==> src/rtl/pc_sequencer_if.sv <==
// pc_sequencer_if: bundle between the program-counter sequencer and the
// datapath/memory side.
//   master : datapath/memory side; drives BUSYWAIT, TARGET_ADDR, JUMP,
//            BRANCH_EQ, BRANCH_NE, ZERO; observes PC, PC_PLUS4, FETCH_EN,
//            REDIRECT (and TAKEN_COUNT when built with BRANCH_COUNT_EN).
//   slave  : the sequencer itself, the mirror image of master.
// Optional macro: BRANCH_COUNT_EN adds TAKEN_COUNT[15:0].
interface pc_sequencer_if #(
  parameter int PC_WIDTH = 32
);
  logic                BUSYWAIT;
  logic [PC_WIDTH-1:0] TARGET_ADDR;
  logic                JUMP;
  logic                BRANCH_EQ;
  logic                BRANCH_NE;
  logic                ZERO;
  logic [PC_WIDTH-1:0] PC;
  logic [PC_WIDTH-1:0] PC_PLUS4;
  logic                FETCH_EN;
  logic                REDIRECT;
`ifdef BRANCH_COUNT_EN
  logic [15:0]         TAKEN_COUNT;

  modport master (
    output BUSYWAIT, TARGET_ADDR, JUMP, BRANCH_EQ, BRANCH_NE, ZERO,
    input  PC, PC_PLUS4, FETCH_EN, REDIRECT, TAKEN_COUNT
  );
  modport slave (
    input  BUSYWAIT, TARGET_ADDR, JUMP, BRANCH_EQ, BRANCH_NE, ZERO,
    output PC, PC_PLUS4, FETCH_EN, REDIRECT, TAKEN_COUNT
  );
`else
  modport master (
    output BUSYWAIT, TARGET_ADDR, JUMP, BRANCH_EQ, BRANCH_NE, ZERO,
    input  PC, PC_PLUS4, FETCH_EN, REDIRECT
  );
  modport slave (
    input  BUSYWAIT, TARGET_ADDR, JUMP, BRANCH_EQ, BRANCH_NE, ZERO,
    output PC, PC_PLUS4, FETCH_EN, REDIRECT
  );
`endif
endinterface

==> src/rtl/pc_sequencer.sv <==
// pc_sequencer: owns the architectural PC. Advances by PC_INC each cycle,
// loads branch/jump targets, holds while memory stalls and remembers the
// first redirect that resolves during a stall.
// Ports:
//   CLK   - clock, rising edge
//   RESET - asynchronous active-high reset
//   bus   - pc_sequencer_if.slave: BUSYWAIT, TARGET_ADDR, JUMP, BRANCH_EQ,
//           BRANCH_NE, ZERO in; PC, PC_PLUS4, FETCH_EN, REDIRECT out
// Optional macro: BRANCH_COUNT_EN adds a saturating 16-bit count of loaded
// targets on bus.TAKEN_COUNT.
module pc_sequencer #(
  parameter int                PC_WIDTH     = 32,
  parameter logic [PC_WIDTH-1:0] RESET_VECTOR = '0,
  parameter int                PC_INC       = 4
) (
  input  logic         CLK,
  input  logic         RESET,
  pc_sequencer_if.slave bus
);

  typedef enum logic [1:0] {S_BOOT, S_RUN, S_STALL} state_t;

  state_t              r_state, w_state_nxt;
  logic [PC_WIDTH-1:0] r_pc, w_pc_nxt;
  logic                r_fetch_en, w_fetch_en_nxt;
  logic                r_redirect, w_redirect_nxt;
  logic                r_pend_valid, w_pend_valid_nxt;
  logic [PC_WIDTH-1:0] r_pend_addr, w_pend_addr_nxt;

  logic                w_take;
  logic [PC_WIDTH-1:0] w_pc_plus4;
  logic [PC_WIDTH-1:0] w_tgt;

  // JUMP combined with a branch is still one redirect to the same target.
  assign w_take     = bus.JUMP | (bus.BRANCH_EQ & bus.ZERO) | (bus.BRANCH_NE & ~bus.ZERO);
  assign w_pc_plus4 = r_pc + PC_WIDTH'(PC_INC);
  // Targets are forced word aligned.
  assign w_tgt      = bus.TARGET_ADDR & ~PC_WIDTH'(3);

  // State register
  always_ff @(posedge CLK or posedge RESET) begin
    if (RESET) r_state <= S_BOOT;
    else       r_state <= w_state_nxt;
  end

  // Next-state logic
  always_comb begin
    w_state_nxt = r_state;
    case (r_state)
      S_BOOT:  w_state_nxt = S_RUN;
      S_RUN:   w_state_nxt = bus.BUSYWAIT ? S_STALL : S_RUN;
      S_STALL: w_state_nxt = bus.BUSYWAIT ? S_STALL : S_RUN;
      default: w_state_nxt = S_BOOT;
    endcase
  end

  // Output / datapath next values
  always_comb begin
    w_pc_nxt         = r_pc;
    w_fetch_en_nxt   = 1'b1;
    w_redirect_nxt   = 1'b0;
    w_pend_valid_nxt = r_pend_valid;
    w_pend_addr_nxt  = r_pend_addr;
    case (r_state)
      S_BOOT: ; // control inputs ignored; PC stays at the reset vector
      S_RUN, S_STALL: begin
        if (bus.BUSYWAIT) begin
          // First redirect seen during a stall wins; later ones are dropped.
          if (w_take && !r_pend_valid) begin
            w_pend_valid_nxt = 1'b1;
            w_pend_addr_nxt  = w_tgt;
          end
        end else begin
          if (r_pend_valid) begin
            w_pc_nxt       = r_pend_addr;
            w_redirect_nxt = 1'b1;
          end else if (w_take) begin
            w_pc_nxt       = w_tgt;
            w_redirect_nxt = 1'b1;
          end else begin
            w_pc_nxt       = w_pc_plus4;
          end
          w_pend_valid_nxt = 1'b0;
        end
      end
      default: w_fetch_en_nxt = 1'b0;
    endcase
  end

  always_ff @(posedge CLK or posedge RESET) begin
    if (RESET) begin
      r_pc         <= RESET_VECTOR;
      r_fetch_en   <= 1'b0;
      r_redirect   <= 1'b0;
      r_pend_valid <= 1'b0;
      r_pend_addr  <= '0;
    end else begin
      r_pc         <= w_pc_nxt;
      r_fetch_en   <= w_fetch_en_nxt;
      r_redirect   <= w_redirect_nxt;
      r_pend_valid <= w_pend_valid_nxt;
      r_pend_addr  <= w_pend_addr_nxt;
    end
  end

  assign bus.PC       = r_pc;
  assign bus.PC_PLUS4 = w_pc_plus4;
  assign bus.FETCH_EN = r_fetch_en;
  assign bus.REDIRECT = r_redirect;

`ifdef BRANCH_COUNT_EN
  logic [15:0] r_taken_cnt;

  // Counts edges that load a target; saturates instead of wrapping.
  always_ff @(posedge CLK or posedge RESET) begin
    if (RESET)
      r_taken_cnt <= '0;
    else if (w_redirect_nxt && r_taken_cnt != 16'hFFFF)
      r_taken_cnt <= r_taken_cnt + 16'd1;
  end

  assign bus.TAKEN_COUNT = r_taken_cnt;
`endif

endmodule

==> src/flat_wrapper.sv <==
// flat-port wrapper written by rule: the top's interface ports become plain ports
module pc_sequencer_flat 
#(
  parameter int                PC_WIDTH     = 32,
  parameter logic [PC_WIDTH-1:0] RESET_VECTOR = '0,
  parameter int                PC_INC       = 4
)
  (CLK, RESET, bus_BUSYWAIT, bus_TARGET_ADDR, bus_JUMP, bus_BRANCH_EQ, bus_BRANCH_NE, bus_ZERO, bus_PC, bus_PC_PLUS4, bus_FETCH_EN, bus_REDIRECT);
  pc_sequencer_if #(.PC_WIDTH(PC_WIDTH)) bus_i ();
  input  logic CLK;
  input  logic RESET;
  input wire logic [$bits(bus_i.BUSYWAIT)-1:0] bus_BUSYWAIT;
  input wire logic [$bits(bus_i.TARGET_ADDR)-1:0] bus_TARGET_ADDR;
  input wire logic [$bits(bus_i.JUMP)-1:0] bus_JUMP;
  input wire logic [$bits(bus_i.BRANCH_EQ)-1:0] bus_BRANCH_EQ;
  input wire logic [$bits(bus_i.BRANCH_NE)-1:0] bus_BRANCH_NE;
  input wire logic [$bits(bus_i.ZERO)-1:0] bus_ZERO;
  output wire logic [$bits(bus_i.PC)-1:0] bus_PC;
  output wire logic [$bits(bus_i.PC_PLUS4)-1:0] bus_PC_PLUS4;
  output wire logic [$bits(bus_i.FETCH_EN)-1:0] bus_FETCH_EN;
  output wire logic [$bits(bus_i.REDIRECT)-1:0] bus_REDIRECT;
  assign bus_i.BUSYWAIT = bus_BUSYWAIT;
  assign bus_i.TARGET_ADDR = bus_TARGET_ADDR;
  assign bus_i.JUMP = bus_JUMP;
  assign bus_i.BRANCH_EQ = bus_BRANCH_EQ;
  assign bus_i.BRANCH_NE = bus_BRANCH_NE;
  assign bus_i.ZERO = bus_ZERO;
  assign bus_PC = bus_i.PC;
  assign bus_PC_PLUS4 = bus_i.PC_PLUS4;
  assign bus_FETCH_EN = bus_i.FETCH_EN;
  assign bus_REDIRECT = bus_i.REDIRECT;
  pc_sequencer #(.PC_WIDTH(PC_WIDTH), .RESET_VECTOR(RESET_VECTOR), .PC_INC(PC_INC)) u_core (.CLK(CLK), .RESET(RESET), .bus(bus_i));
endmodule
==> config.mk <==
export PLATFORM = sky130hd
export DESIGN_NAME = pc_sequencer_flat
export DESIGN_NICKNAME = d
export VERILOG_FILES = /design/src/rtl/pc_sequencer_if.sv /design/src/rtl/pc_sequencer.sv /design/src/flat_wrapper.sv
export SDC_FILE = /design/constraint.sdc
export NUM_CORES = 1
export LEC_CHECK = 0
export ABC_AREA = 0
export CORE_ASPECT_RATIO = 1.2
export CORE_MARGIN = 2
export CORE_UTILIZATION = 50
export DETAILED_ROUTE_END_ITERATION = 7
export PLACE_DENSITY = 0.85
export SLEW_MARGIN = 25
export SYNTH_ARGS = -nofsm -noshare
export SYNTH_HDL_FRONTEND = slang
export SYNTH_SLANG_ARGS = --single-unit
==> constraint.sdc <==
create_clock -name CLK -period 3.59 [get_ports CLK]
set_input_delay 0.718 -clock CLK [delete_from_list [all_inputs] [get_ports CLK]]
set_output_delay 0.718 -clock CLK [all_outputs]
set_load 0.05 [all_outputs]
# == Yosys cells after proc, flatten, opt, wreduce, memory -nomap -nowiden ==
# Cells that the tools add are included.
# word_totals
regBits,67
inputBits,39
output_inout_bits,66
elab_cells,35
# op_classes
add_sub_neg,1
eq_ne,3
muxes,11
bitwise,6
reduce_logical,8
# ops
operator,count
$mux W32,2
$add A32 B3 Y32 const B,1
$mux W1,7
$pmux W2 S2,1
$reduce_and A2 Y1,2
$reduce_and A3 Y1,1
$reduce_or A3 Y1,1
$and A1 B1 Y1,2
$eq A2 B1 Y1 const B,1
$eq A2 B2 Y1 const B,1
$logic_not A2 Y1,1
$mux W2,1
$ne A2 B1 Y1 const B,1
$not A1 Y1,2
$or A1 B1 Y1,2
$reduce_or A2 Y1,1
$logic_and A1 B1 Y1,1
$logic_not A1 Y1,1

# == Logic depth before layout (Yosys ltp) ==
# Gate-level depths: netlist of run 1.
# logic_depth
depth_word,7
depth_mapped,8
depth_no_buf,6

# == Least setup slack after synthesis of run 1 ==
# OpenSTA, ideal clock, no wires.
# synth_timing
path_kind,reg2out
from,"register u_core.r_pc[2], in the netlist u_core.bus.PC[2]"
to,output port bus_PC_PLUS4[28]
arrival_time_ns,2.667
required_time_ns,2.872
path_slack_ns,0.205
path_stages_with_launch,7
n_path_buf,1
cell_sequence,dfrtp_1 > ha_1 > and3_1 > buf_4 > nand4_2 > or3_4 > xnor2_1
# synth_between
elab_chain_len,1
# synth_rtl
item,line,source
from (decl),pc_sequencer.sv:24,"logic [PC_WIDTH-1:0] r_pc, w_pc_nxt;"
from (signal assigned),pc_sequencer.sv:98,r_pc <= w_pc_nxt;
$add A32 B3 Y32,pc_sequencer.sv:36,assign w_pc_plus4 = r_pc + PC_WIDTH'(PC_INC);
to (decl),flat_wrapper.sv:19,output wire logic [$bits(bus_i.PC_PLUS4)-1:0] bus_PC_PLUS4;
# Every way passes these cells.

# == Worst setup path after layout of run 1 ==
# layout_timing
from,"register u_core.r_pc[4], in the netlist u_core.bus.PC[4]"
to,output port bus_PC_PLUS4[17]
# Same word-level chain as after synthesis.

==> results of run 1 <==
[state kept, by name, summed over array words and instances (netlist names)]
register	cells
u_core.bus.PC	30
u_core.bus.REDIRECT	1
u_core.r_pend_valid	1
u_core.r_pend_addr	30
u_core.r_state	2
u_core.bus.FETCH_EN	1
[critical path: cells and delay by family, from the launching register on]
family                 cells  cell delay (ps)
AND/OR/NAND/NOR            2              880
buffers and inverters      1              820
flip-flops                 1              490
XOR/XNOR                   1              180
[metal layers]
| layer | vias to the layer above | GRT usage, % | routed length (um) |
|---|---|---|---|
| li1 | 1707 | - | - |
| met1 | 1827 | 33.1 | 4400 |
| met2 | 200 | 42.7 | 5530 |
| met3 | 18 | 4.52 | 934 |
| met4 | 0 | 10.6 | 160 |
| met5 | - | 0 | 0 |
[timing repair]
| item | 4_1_cts | 5_1_grt |
|---|---|---|
| endpoints found under the setup margin | 0 | 7 |
| hold endpoints to repair | 0 | 0 |
| gates resized for setup | 0 | 7 |
[cell type report]
type	count	area share [%]
Inverter	12	0.860
Sequential cell	65	31.1
Clock buffer	12	2.77
Tap cell	92	2.20
Multi-Input combinational cell	310	40.8
Clock inverter	3	1.24
Timing Repair Buffer	115	21.1
[per-stage QoR]
| stage | hold slack [ps] | area [um2] | setup slack, ps | utilization [%] | instances |
|---|---|---|---|---|---|
| 3_3_place_gp | 475 | 5010 | 448 | 65.0 | 594 |
| 2_1_floorplan | 465 | 4010 | 205 | - | 423 |
| 4_1_cts | 508 | 5220 | 34.7 | 67.7 | 609 |
| 5_1_grt | 523 | 5240 | 7.97 | 68.0 | 609 |
| 3_5_place_dp | 492 | 5010 | 416 | 65.0 | 594 |
| 6_report | 508 | 5240 | 140 | 68.0 | 609 |
[worst paths after layout]
| check | start | end | slack, ps |
|---|---|---|---|
| worst max-delay path | u_core.bus.PC[4] | bus_PC_PLUS4[17] | 140 |
| worst min-delay path | u_core.r_pend_addr[26] | u_core.r_pend_addr[26] | 510 |
| worst max register to register | u_core.r_pend_valid | u_core.bus.PC[10] | 1200 |
| worst min register to register | u_core.r_pend_addr[26] | u_core.r_pend_addr[26] | 510 |
| max in group asynchronous | RESET | u_core.r_pend_addr[26] | 1900 |
| min in group asynchronous | RESET | u_core.r_pend_addr[4] | 810 |
[report_power, final]
| part | internal (uW) | leakage (uW) | switching [uW] |
|---|---|---|---|
| clock | 406 | 0.000106 | 285 |
| sequential | 1100 | 0.000779 | 436 |
| combinational | 1260 | 0.00132 | 2080 |
| total | 2760 | 0.00221 | 2800 |
[placed cells by master, fill, tap and decap left out, types with 3 or more instances in the layout]
cell type        count
clkdlybuf4s50_1     82
dfrtp_1             65
o21ai_0             34
mux2_2              33
nand2_1             31
buf_4               26
nor2_1              22
xnor2_1             20
a21oi_1             17
nand3_1             15
and3_1              14
inv_1               11
nand4_1             10
clkbuf_8            10
o2bb2ai_1            8
o22ai_1              8
nor3_1               7
xor2_1               7
dlymetal6s2s_1       7
a31oi_1              6
nor2b_1              5
a211oi_1             5
o31a_1               5
a2bb2oi_1            5
and4_1               4
and2_1               4
a22oi_1              4
ha_1                 4
conb_1               4
nand2b_1             3
nor4_1               3
[kinds of logic after synthesis]
| logic type | synth area share, % |
|---|---|
| and+or+nand+nor | 18.1 |
| AOI/OAI and AO/OA | 17.9 |
| DFF | 40.7 |
| buffers and inverters | 6.05 |
| muxes | 9.96 |
| xor gates and xnor gates | 5.92 |
| adders and majority gates | 1.25 |
| other | 0.0939 |
==> impl_metrics.env, run 1 <==
export IMPL_status="finished, final reports clean"
export IMPL_vias=3752
export IMPL_hold_path_class="reg2reg"
export IMPL_worstSkewPairLatency_ps=350
export IMPL_rsz0062_at_grt="no"
export IMPL_cts_htree_levels=3
export IMPL_area_delta_synth_final_pct=31.1
export IMPL_finClkSkew_ps=10.2
export IMPL_ys_seq_area_share_pct=40.7
export IMPL_worstPathRequired_ps=2870
export IMPL_postCtsSetupBuffers=0
export IMPL_ant_nets=0
export IMPL_gr_total_overflow=0
export IMPL_multiInputGateArea_um2=2140
export IMPL_start_kind="flip-flop"
export IMPL_die_h_um=102
export IMPL_numCtsBuffers=9
export IMPL_p_leak_uw=0.00221
export IMPL_first_pass_iters=5
export IMPL_synth_most_common_cell="dfrtp_1"
export IMPL_slew_viol_final=0
export IMPL_initial_utilization_pct=51.8
export IMPL_cts_root_buf="clkbuf_8"
export IMPL_worstMarginPinSlew_ps=1010
export IMPL_fin_setup_tns_ps=0
export IMPL_crit_path_max_incr_delay_ps=820
export IMPL_antenna_found_initial=0
export IMPL_drt_iter0_drc=330
export IMPL_finalNetCount=556
export IMPL_synth_cell_types=59
export IMPL_setup_viol=0
export IMPL_num_rows=35
export IMPL_core_um2=7710
export IMPL_ys_flop_type="dfrtp_1"
export IMPL_drive_gt1_share_pct=16.4
export IMPL_ir_drop_uv=849
export IMPL_critPathMaxFanout=9
export IMPL_wire_per_inst_um=18.1
export IMPL_wl_um=11000
export IMPL_clock_path_buffers=2
export IMPL_regArea_um2=1630
export IMPL_fmax_mhz=290
export IMPL_io_buffer_count=98
export IMPL_cp_arrival_ps=2730
export IMPL_n_fill_cell=599
export IMPL_maxCapViolations=0
export IMPL_dp_hpwl_um=7610
export IMPL_p_total_uw=5560
export IMPL_finalCritPeriodShare_pct=96.1
export IMPL_netlist_instances=420
export IMPL_slowest_stage="clkdlybuf4s50_1"
export IMPL_yosys_area_top_type="dfrtp_1"
export IMPL_worstPathCellList="nand4_1 -> nor4_1 -> xor2_1 -> clkdlybuf4s50_1"
export IMPL_cp_end_kind="output pin"
export IMPL_pin_count=105
export IMPL_grt_pass1_vias=3470
export IMPL_hold_violations=0
export IMPL_path_clk_slew_ps=80
export IMPL_grt_max_degree=39
export IMPL_routed_via_density=6.16
export IMPL_ys_ff_latch=65
export IMPL_grt_pass1_wl_um=17500
export IMPL_slew_headroom_pct=32.4
export IMPL_synth_area_um2=3990
export IMPL_die_x_um=85.6
export IMPL_cts_sinks=65
export IMPL_fp_dieArea_um2=8720
export IMPL_min_path_cells=1
export IMPL_timing_worst_setup_path_type="reg2out"
export IMPL_final_min_clock_period_ps=3450
export IMPL_yosys_top_cells_count="65 x dfrtp_1, 34 x o21ai_0, 33 x mux2_2"
export IMPL_yosys_warnings=0
export IMPL_power_density_nw_per_um2=1060
export IMPL_syn_avg_cell_area_um2=9.51
export IMPL_cts_tree="yes"
export IMPL_holdBufCountCts=0
export IMPL_reg2regPathDepth=4
export IMPL_drcViolationCount=0
export IMPL_synthTopCellsByArea="dfrtp_1 41%, mux2_2 9.3%, xnor2_1 4.4%"
export IMPL_track_usage_pct=25.6
export IMPL_gp_congestion=0.867
export IMPL_synthArstFlopShare_pct=100
export IMPL_yosysTopAreaCellShare_pct=40.7
export IMPL_antenna_cells=0
export IMPL_synth_edf_count=0
(Power assumes the default switching activity.)
==> run 2, diff against run 1 <==
--- a/config.mk
+++ b/config.mk
@@ -6,10 +6,10 @@
 export NUM_CORES = 1
 export LEC_CHECK = 0
 export ABC_AREA = 0
-export CORE_ASPECT_RATIO = 1.2
 export CORE_MARGIN = 2
 export CORE_UTILIZATION = 50
 export DETAILED_ROUTE_END_ITERATION = 7
+export MAX_ROUTING_LAYER = met4
 export PLACE_DENSITY = 0.85
 export SLEW_MARGIN = 25
 export SYNTH_ARGS = -nofsm -noshare
==> run 2 against run 1 <==
  * Largest cell class unchanged
  * Sequential cell count unchanged
  * Sequential power is essentially flat
  * Non-clock buffer count down 1
  * Setup slack improved by 2.3 ps
  * Worst hold slack worse by 7.1 ps
  * Total power down 1.6%
  * Final cell count up 1.5%
  * Highest routed layer unchanged
  * Critical endpoint unchanged
==> impl_metrics.env, run 2 (same netlist as run 1, synthesis figures left out) <==
export IMPL_dp_worst_setup_slack_ps=414
export IMPL_finalNetCount=555
export IMPL_antenna_cells=0
export IMPL_power_density_nw_per_um2=1040
export IMPL_cp_arrival_ps=2730
export IMPL_final_cell_mix="81 x clkdlybuf4s50_1, 65 x dfrtp_1, 34 x o21ai_0"
export IMPL_antenna_found_initial=0
export IMPL_critPathMaxFanout=9
export IMPL_maxCapViolations=0
export IMPL_crit_path_end="bus_PC_PLUS4[17]"
export IMPL_crit_path_max_incr_delay_ps=810
export IMPL_io_buffer_count=98
export IMPL_rr_endpoint="u_core.bus.PC[16]"
export IMPL_slew_viol_final=0
export IMPL_wire_per_inst_um=18.3
export IMPL_drive_gt1_share_pct=15.9
export IMPL_reg2regPathDepth=6
export IMPL_vias=3794
export IMPL_worstSkewPairLatency_ps=360
export IMPL_critPathLaunch="u_core.bus.PC[4]"
export IMPL_switching_share_pct=51.9
export IMPL_path_clk_slew_ps=70
export IMPL_fmax_mhz=290
export IMPL_first_pass_iters=5
export IMPL_regArea_um2=1630
export IMPL_finalCritPeriodShare_pct=96.0
export IMPL_hold_violations=0
export IMPL_p_seq_share_pct=28.0
export IMPL_grt_max_degree=31
export IMPL_die_x_um=93.4
export IMPL_cts_sinks=65
export IMPL_cts_htree_levels=3
export IMPL_rsz0062_at_grt="no"
export IMPL_core_um2=7730
export IMPL_gp_congestion=0.852
export IMPL_slew_headroom_pct=45.7
export IMPL_area_delta_synth_final_pct=31.1
export IMPL_grt_pass1_wl_um=18100
export IMPL_start_kind="flip-flop"
export IMPL_ant_nets=0
export IMPL_utilization_pct=67.8
export IMPL_track_usage_pct=27.5
export IMPL_p_comb_share_pct=62.0
export IMPL_fp_dieArea_um2=8720
export IMPL_r2r_start="u_core.bus.PC[2]"
export IMPL_clkPwrFrac_pct=10.1
export IMPL_final_min_clock_period_ps=3450
export IMPL_worstPathRequired_ps=2870
export IMPL_num_rows=32
export IMPL_clock_path_buffers=2
export IMPL_worstPathCellList="nand4_1 -> nor4_1 -> xor2_1 -> clkdlybuf4s50_1"
export IMPL_multiInputGateArea_um2=2140
export IMPL_die_h_um=93.4
export IMPL_grt_pass1_vias=3603
export IMPL_drt_iter0_drc=297
export IMPL_worstMarginPinSlew_ps=815
export IMPL_ir_drop_uv=696
export IMPL_dp_hpwl_um=7970
export IMPL_fin_ws_ps=142
export IMPL_fin_setup_tns_ps=0
export IMPL_power_internal_uw=2630
export IMPL_cts_root_buf="clkbuf_8"
export IMPL_routed_via_density=6.14
export IMPL_n_fill_cell=580
export IMPL_slowest_stage="clkdlybuf4s50_1"
export IMPL_finClkSkew_ps=8.21
export IMPL_layout_cells_most_common="clkdlybuf4s50_1"
export IMPL_hold_path_class="reg2reg"
export IMPL_switchingPower_uw=2830
export IMPL_gr_total_overflow=0
export IMPL_timing_worst_setup_path_type="reg2out"
export IMPL_p_leak_uw=0.00223
export IMPL_initial_utilization_pct=51.7
export IMPL_pin_count=105
export IMPL_drcViolationCount=0
export IMPL_r2r_setup_slack_ps=1380
export IMPL_cp_end_kind="output pin"
export IMPL_numCtsBuffers=9
export IMPL_status="finished, final reports clean"
export IMPL_wl_um=11300
export IMPL_setup_viol=0
export IMPL_cts_tree="yes"
run 2: cell type report:
type                            count  share of cell area, %
Multi-Input combinational cell    310                   40.8
Sequential cell                    65                   31.1
Timing Repair Buffer              114                   21.7
Clock buffer                       11                   2.70
Tap cell                          102                   2.44
Inverter                           12                  0.860
Clock inverter                      4                  0.382
run 2: how the worst min path moves through the flow:
stage                           start  depth (start not counted)  slack, ps                      to
6_report       u_core.r_pend_addr[20]                          1        500  u_core.r_pend_addr[20]
2_1_floorplan  u_core.r_pend_addr[17]                          1        470  u_core.r_pend_addr[17]
5_1_grt         u_core.r_pend_addr[6]                          1        520   u_core.r_pend_addr[6]
4_1_cts        u_core.r_pend_addr[20]                          1        500  u_core.r_pend_addr[20]
3_5_place_dp   u_core.r_pend_addr[20]                          1        480  u_core.r_pend_addr[20]
3_3_place_gp   u_core.r_pend_addr[17]                          1        480  u_core.r_pend_addr[17]
run 2: metal layers:
layer / GRT usage (%) / wire, um
met3: 4.35 / 901
met5: - / 0
met1: 36.1 / 4590
met2: 43.3 / 5630
met4: 10.5 / 206
run 2: power groups by stage:
stage | clock (uW) | sequential [uW] | combinational [uW]
final | 549 | 1530 | 3390
after global routing | 583 | 1580 | 3560
after CTS | 549 | 1520 | 3390
after detailed placement | 0 | 1520 | 3380
after global placement | 0 | 1500 | 3290
after floorplan | 0 | 1940 | 1890
run 2: timing repair:
action / in CTS / in global routing
resized for setup: 0 / 11
setup buffers: 0 / 0
hold buffers: 0 / 0
endpoints found under the setup margin: 0 / 11
run 2: per-stage QoR:
step / total power [uW] / instance area (um2) / instances / hold slack (ps)
2_1_floorplan: 3830 / 4010 / 423 / 465
3_3_place_gp: 4790 / 5050 / 603 / 477
3_5_place_dp: 4900 / 5050 / 603 / 484
4_1_cts: 5460 / 5210 / 618 / 499
5_1_grt: 5730 / 5240 / 618 / 518
6_report: 5460 / 5240 / 618 / 501
run 2: critical path, delay by kind of cell, from the launching register on:
family	cells	cell delay, ps
XOR/XNOR	1	180
buffers and inverters	1	810
AND/OR/NAND/NOR	2	870
flip-flops	1	510
